### config.mk
export PLATFORM = sky130hd
export DESIGN_NAME = disp_scheduler
export DESIGN_NICKNAME = d
export VERILOG_FILES = /design/src/rtl/disp_scheduler.sv
export SDC_FILE = /design/constraint.sdc
export NUM_CORES = 2
export LEC_CHECK = 0
export CAP_MARGIN = 30
export CORE_AREA = 2 2 466 468
export CTS_BUF_LIST = sky130_fd_sc_hd__clkbuf_2
export DETAILED_ROUTE_END_ITERATION = 10
export DIE_AREA = 0 0 468 470
export HOLD_SLACK_MARGIN = 0.02
export PLACE_DENSITY = 0.53
export SLEW_MARGIN = 15
export SYNTH_ARGS = -nofsm -noshare
export SYNTH_HDL_FRONTEND = slang
export SYNTH_SLANG_ARGS = --single-unit
### constraint.sdc
create_clock -name clk -period 11.56 [get_ports clk]
set_input_delay 2.312 -clock clk [delete_from_list [all_inputs] [get_ports clk]]
set_output_delay 2.312 -clock clk [all_outputs]
set_load 0.005 [all_outputs]
### src/rtl/disp_scheduler.sv
// Disparity sweep scheduler: issues one cost calculation per candidate, keeps the per-block
// running minimum/argmin, then streams the winning disparity of every block. Macro DISP_SCHED_COST_OUT_EN adds out_cost.
module disp_scheduler #(
    parameter int NUM_BLK  = 64,
    parameter int RW       = 18,
    parameter int DW       = 6,
    parameter int CALC_LAT = 2
) (
    input  logic                  clk,
    input  logic                  rst_n,
    input  logic                  start,
    input  logic [DW-1:0]         max_disp,
    output logic                  busy,
    output logic                  done,
    output logic                  calc_sig,
    output logic [DW-1:0]         disp_idx,
    input  logic [NUM_BLK*RW-1:0] result,
    output logic                  out_valid,
    input  logic                  out_ready,
    output logic [5:0]            out_blk,
    output logic [DW-1:0]         out_disp
`ifdef DISP_SCHED_COST_OUT_EN
    ,
    output logic [RW-1:0]         out_cost
`endif
);

    typedef enum logic [2:0] {IDLE, ISSUE, WAIT, SCAN, NEXT, OUT, DONE} state_t;

    localparam logic [5:0] LAST_BLK  = 6'(NUM_BLK - 1);
    localparam logic [5:0] LAST_WAIT = 6'(CALC_LAT - 1);

    state_t        state_q, state_d;
    logic [5:0]    cnt_q, cnt_d;
    logic [DW-1:0] idx_q, idx_d;
    logic [DW-1:0] max_q, max_d;

    logic [RW-1:0] min_q [NUM_BLK];
    logic [DW-1:0] arg_q [NUM_BLK];
    logic [RW-1:0] cost;
    logic          upd;

    always_ff @(posedge clk or negedge rst_n) begin
        if (!rst_n) begin
            state_q <= IDLE;
            cnt_q   <= '0;
            idx_q   <= '0;
            max_q   <= '0;
        end else begin
            state_q <= state_d;
            cnt_q   <= cnt_d;
            idx_q   <= idx_d;
            max_q   <= max_d;
        end
    end

    // cnt_q is reused as wait counter, scan block index and output beat pointer.
    always_comb begin
        state_d = state_q;
        cnt_d   = cnt_q;
        idx_d   = idx_q;
        max_d   = max_q;
        case (state_q)
            IDLE: begin
                if (start) begin
                    max_d   = max_disp;
                    idx_d   = '0;
                    cnt_d   = '0;
                    state_d = ISSUE;
                end
            end
            ISSUE: begin
                cnt_d   = '0;
                state_d = WAIT;
            end
            WAIT: begin
                if (cnt_q == LAST_WAIT) begin
                    cnt_d   = '0;
                    state_d = SCAN;
                end else begin
                    cnt_d = cnt_q + 6'd1;
                end
            end
            SCAN: begin
                if (cnt_q == LAST_BLK) begin
                    cnt_d   = '0;
                    state_d = NEXT;
                end else begin
                    cnt_d = cnt_q + 6'd1;
                end
            end
            NEXT: begin
                cnt_d = '0;
                if (idx_q == max_q) begin
                    state_d = OUT;
                end else begin
                    idx_d   = idx_q + DW'(1);
                    state_d = ISSUE;
                end
            end
            OUT: begin
                if (out_ready) begin
                    if (cnt_q == LAST_BLK) begin
                        cnt_d   = '0;
                        state_d = DONE;
                    end else begin
                        cnt_d = cnt_q + 6'd1;
                    end
                end
            end
            DONE:    state_d = IDLE;
            default: state_d = IDLE;
        endcase
    end

    // Candidate 0 seeds the table; later candidates replace only on a strictly lower cost.
    assign cost = result[int'(cnt_q)*RW +: RW];
    assign upd  = (state_q == SCAN) && ((idx_q == '0) || (cost < min_q[cnt_q]));

    always_ff @(posedge clk) begin
        if (upd) begin
            min_q[cnt_q] <= cost;
            arg_q[cnt_q] <= idx_q;
        end
    end

    assign busy      = (state_q != IDLE);
    assign done      = (state_q == DONE);
    assign calc_sig  = (state_q == ISSUE);
    assign disp_idx  = idx_q;
    assign out_valid = (state_q == OUT);
    assign out_blk   = out_valid ? cnt_q : '0;
    assign out_disp  = out_valid ? arg_q[cnt_q] : '0;
`ifdef DISP_SCHED_COST_OUT_EN
    assign out_cost  = out_valid ? min_q[cnt_q] : '0;
`endif

endmodule

Word-level counts from Yosys, hierarchy flattened --
Memories as Yosys holds them, arrays and structs flattened. Index checks and enable logic that the tools add are counted.
Operators by class: add/subtract/negate cells 2, multiply operators 1, div/mod/pow operators 0, order comparisons 1, equality and inequality tests 15, shifts and indexed selects 1, muxes and demuxes 18, bitwise operators 0, reduce and logical (&&, ||, !) cells 12
Operators with widths (number):
- variable part select 1152 x 12 -> 18 bit | 1
- two-way mux 6 bit | 7
- case mux 6 bit (5 select lines) | 1
- less-than comparator 18 bit | 1
- two-way mux 3 bit | 6
- case mux 3 bit (6 select lines) | 1
- adder 6 x 1 -> 6 bit, second input constant | 2
- case mux 6 bit (2 select lines) | 1
- multiplier 6 x 4 -> 10 bit, second input constant | 1
- equality test 3 bit, second input constant | 3
- inequality test 2 bit, second input constant | 4
- equality test 3 x 2 -> 1 bit, second input constant | 2
- equality test 6 x 1 -> 1 bit, second input constant | 1
- equality test 6 bit | 1
- equality test 6 bit, second input constant | 1
- logical NOT 6 bit | 1
- AND reduction 3 bit | 2
- AND reduction 5 bit | 1
- nonzero test 5 bit | 1
- inequality test 2 x 1 -> 1 bit, second input constant | 2
- equality test 3 x 1 -> 1 bit, second input constant | 1
- logical NOT 3 bit | 1
- nonzero test 3 bit | 1
- two-way mux 1 bit | 2
- 5 further kinds | 5
Word-level totals: register bits 21, bits in latches 0, bits in writable memories 1536, memory bits (read-only) 0, input bits 1162, logic and storage cells 56, memories 2
Memory list:
- min_q | depth 64, width 18, rd ports 1, clocked after memory_dff 0, write ports 1, RTL line 38 | logic [RW-1:0] min_q [NUM_BLK];
- arg_q | depth 64, width 6, rd ports 1, clocked after memory_dff 0, write ports 1, RTL line 39 | logic [DW-1:0] arg_q [NUM_BLK];

Logic depth before layout (Yosys ltp) --
word-level depth 7, gate-level depth with buffers 21, mapped depth without buffers 15

Worst setup path before layout --
OpenSTA, ideal clock, no wires.
path kind in2reg, start input port result[354], end memory arg_q[10][0], enable pin, setup time 0.466 ns, data arrival time 8.555 ns, data required time 11.094 ns, path slack 2.539 ns, stages on the path 13, cell sequence a22o_1 -> a221oi_1 -> nand3_1 -> a21oi_1 -> nand4_1 -> ha_1 -> and3_1 -> a221o_1 -> a221o_1 -> o21ai_0 -> o21ai_0 -> clkbuf_1 -> nor4_1
Between the ends: word-level cells in the longest chain between the ends 6
Ends and longest elaborated chain:
- start, declared | RTL line 17 | input logic [NUM_BLK*RW-1:0] result,
- variable part select 1152 x 12 -> 18 bit | RTL line 117 | assign cost = result[int'(cnt_q)*RW +: RW];
- named net cost[12] | RTL line 40 | logic [RW-1:0] cost;
- less-than comparator 18 bit | RTL line 118 | assign upd = (state_q == SCAN) && ((idx_q == '0) || (cost < min_q[cnt_q]));
- logical OR 1 bit | RTL line 118
- logical AND 1 bit | RTL line 118
- two-way mux 1 bit | RTL line 121 | if (upd) begin
- two-way mux 1 bit (not written as such) | RTL line 123 | arg_q[cnt_q] <= idx_q;
- end, declared | RTL line 39
The timed path passes the listed nets, and every way through them passes these cells.

Worst setup path in the final report --
start register cnt_q[0], end output port out_disp[0]
Between the ends: word-level cells in the longest chain between the ends 2
Ends and longest elaborated chain:
- start, declared | RTL line 34 | logic [5:0] cnt_q, cnt_d;
- start signal, assigned | RTL line 51 | cnt_q <= cnt_d;
- memory read (64 x 6 bit)
- two-way mux 6 bit | RTL line 133 | assign out_disp = out_valid ? arg_q[cnt_q] : '0;
- end, declared | RTL line 21 | output logic [DW-1:0] out_disp
No other way between the ends.

==> flow_summary.yaml <==
timing:
  relSlewSlack: 0.1477
  slew_viol_final: 0
  fmax_mhz: 103.8
  max_slew.worst_pin.slew_ns: 1.278
  fin_tns_setup_ns: 0
  skew_ns: 0.2123
  setup_violations: 0
  hold_ws_ns: 0.5478
  min_period_ns: 9.632
  finalCritPeriodShare: 0.8332
  hold_viol: 0
  grt_setup_unrepaired: "no"
clock_tree:
  cts-root-buf: "clkbuf_2"
  cts_tree: "done"
  htreeDepth: 5
  cts-buffers-inserted: 406
  cts_resized: 0
  clk_pin_slew_ns: 0.11
  cts_num_sinks: 1557
  cts_hold_buf: 0
  cts_setup_buffers: 0
  clockBufferDepth: 4
  clkLatencyLatePin_ns: 1.92
yosys:
  synth_edf_count: 1536
  synthFlopType: "edfxtp_1"
  yosysWarnings: 0
  ys_seq_area_frac: 0.7295
  synth_cells: 4042
  yosys_register_bits: 1557
  syn_nets: 5225
  synth.distinct_cells: 57
  syn_avg_cell_area_um2: 15.82
  synth_area_um2: 63950
  async_reset_ff_frac: 0.01349
drt:
  routedWlPerCell_um: 40.48
  first_pass_iters: 6
  viasPerCell: 5.960
  drtIter0Drc: 7389
  vias: 51900
  finalWirelength_um: 352500
  ant_nets: 0
  drcViolationCount: 0
critical_path:
  critPathArrivalTime_ns: 7.32
  crit_required_ns: 9.25
  crit_path_top_delay_cell: "a31oi_1"
  start_kind: "flip-flop"
  critical-path-max-stage-delay_ns: 0.81
  r2r-end: "min_q[42][4]$_DFFE_PP_"
  end_kind: "primary output"
  crit_family: "buffers and inverters"
  cp_num_buf_inv: 3
  worstPathMaxFanout: 67
  r2r.worst_path.cells: 21
  r2r_start: "cnt_q[0]$_DFFE_PN0P_"
  regToRegSetupSlack_ns: 3.20
  crit_end: "out_disp[0]"
  path_depth: 9
  crit_start: "cnt_q[0]$_DFFE_PN0P_"
  critPathKind: "flip-flop to primary output"
  worstPathCellList: "nand2_1, nor2_4, buf_12, buf_4, a22oi_1, a31oi_1, nor4_2, a21oi_1, clkdlybuf4s50_1"
floorplanning:
  die_w_um: 468
  die_area_um2: 220000
  io_pins: 1184
  die_h_um: 470
  start_util: 0.2965
  rows: 171
  core_um2: 215700
global_routing:
  grt_usage: 0.3089
  grt_max_degree: 104
  grt_first_pass_wirelength_um: 455600
  grt_pass1_vias: 49400
  grt-ovfl-total: 0
  grt_antenna_before_repair: 83
layout:
  finalNonFillerCells: 8708
  final_area_um2: 84280
  nNetsFinal: 6716
  drive_gt1_frac: 0.1698
  area_growth_pct: 31.80
worst_hold_path:
  hold_class: "flip-flop to flip-flop"
  min_path_cells: 1
run:
  max_cap_violations: 0
place:
  hpwlAfterDp_um: 246600
  port_buffers: 1183
  dp_cells: 7966
  gp_congestion: 0.9827
  place_area_um2: 80640
pwr:
  leakagePower_nw: 26.58
  p_per_area_nw_per_um2: 181.6
  vdd_ir_drop_max_v: 0.0001205
status:
  outcome: "complete, no violations"
## worst reg2reg max path, stage by stage (launching register included)
cell and delay [ns]:
dfrtp_1 0.76, nand2b_1 0.19, buf_4 0.44, nor2_4 0.09
buf_4 0.25, buf_12 0.23, a22o_1 0.55, a221oi_2 0.85
a31oi_1 0.22, nor4_2 0.77, nand3_2 0.12, buf_4 0.36
ha_1 0.50, and4_1 0.22, and3_1 0.19, o21ai_0 0.09
a21oi_1 0.07, o21ai_0 0.40, o21ai_4 0.10, buf_4 0.33
nor4_2 0.84, buf_4 0.34
## through the flow
stage	total power, mW	setup WS [ns]	utilization
CTS	15.23	1.593	0.3896
detailed placement	11.65	2.736	0.3739
finish	15.30	1.928	0.3908
global placement	11.62	2.497	0.3728
floorplan	9.185	2.539	-
global route	15.75	1.859	0.3904
## cell type report
| cell class | instances | area, um^2 |
|---|---|---|
| Tap cell | 2854 | 3571 |
| Fill cell | 20460 | 131400 |
| Sequential cell | 1557 | 46670 |
| Inverter | 10 | 37.54 |
| Timing Repair Buffer | 1438 | 14080 |
| Antenna cell | 52 | 130.1 |
| Clock buffer | 572 | 2863 |
| Multi-Input combinational cell | 2120 | 16410 |
| Clock inverter | 105 | 519.2 |
## layout by cell type, fill, tap and decap left out, types with 15 or more instances in the layout
cell | synthesis | layout
a21oi_1 | 99 | 97
a221o_1 | 16 | 16
a221oi_1 | 260 | 259
a22o_1 | 244 | 244
a22oi_1 | 794 | 794
a31oi_1 | 191 | 187
a41oi_1 | 46 | 43
and3_1 | 20 | 20
buf_12 | 0 | 22
buf_4 | 0 | 219
clkbuf_2 | 0 | 572
clkdlybuf4s50_1 | 0 | 1183
clkinv_1 | 2 | 85
diode_2 | 0 | 52
edfxtp_1 | 1536 | 1536
ha_1 | 21 | 21
mux2i_1 | 32 | 32
nand2_1 | 30 | 28
nand3_1 | 78 | 64
nand4_1 | 36 | 36
nor2_1 | 27 | 17
nor4_1 | 102 | 33
nor4_2 | 1 | 69
o21ai_0 | 16 | 15
o22ai_1 | 15 | 15
## where the power goes
group	internal (mW)	total, mW	leakage [nW]	switching (mW)
combinational	1.34	4.63	9.97	3.29
clock	1.40	3.66	2.63	2.26
sequential	6.96	7.01	14.0	0.0473
total	9.71	15.3	26.6	5.59
## registers in the layout (all words and copies together) (netlist names)
name / cells
max_q: 6
state_q: 3
disp_idx: 6
cnt_q: 6
min_q: 1152
arg_q: 384
## layer usage
metal / track usage / up-vias / part of all wire
met2: 0.4607 / 3800 / 0.44
li1: - / 20890 / -
met5: 0 / - / 0.00058
met1: 0.3864 / 26460 / 0.37
met4: 0.2018 / 30 / 0.075
met3: 0.09438 / 719 / 0.11
## worst min path at each step
stage	endpoint	start	slack (ns)
after global placement	max_q[1]$_DFFE_PN0P_	max_q[1]$_DFFE_PN0P_	0.51
after floorplan	max_q[3]$_DFFE_PN0P_	max_q[3]$_DFFE_PN0P_	0.50
final	max_q[4]$_DFFE_PN0P_	max_q[4]$_DFFE_PN0P_	0.55
after global routing	max_q[0]$_DFFE_PN0P_	max_q[0]$_DFFE_PN0P_	0.57
after detailed placement	max_q[4]$_DFFE_PN0P_	max_q[4]$_DFFE_PN0P_	0.53
after CTS	max_q[4]$_DFFE_PN0P_	max_q[4]$_DFFE_PN0P_	0.55
## Yosys cell counts (30+ instances only)
cell type  count  area (um^2)
a22o_1       244         2137
a31oi_1      191         1195
buf_1        105        394.1
buf_2         83        415.4
nor4_1       102        638.1
a22oi_1      794         5961
nand3_1       78        390.4
edfxtp_1    1536        46120
mux2i_1       32        320.3
nand2_1       30        112.6
clkbuf_1     155        581.8
a21oi_1       99        495.5
a41oi_1       46        402.9
nand4_1       36        225.2
a221oi_1     260         2277
## kinds of logic (layout without fill, tap and decap cells)
group / count (synthesis) / count (layout) / share of synthesized area
other cells: 0 / 52 / 0
xor+xnor: 10 / 10 / 0.001370
flops: 1557 / 1557 / 0.7295
buf+inv: 365 / 2125 / 0.02446
fa+ha+maj: 21 / 21 / 0.004109
simple gates: 334 / 334 / 0.02949
mux: 38 / 38 / 0.006066
compound gates: 1717 / 1717 / 0.2050
Power figures use the tool's default switching activity.
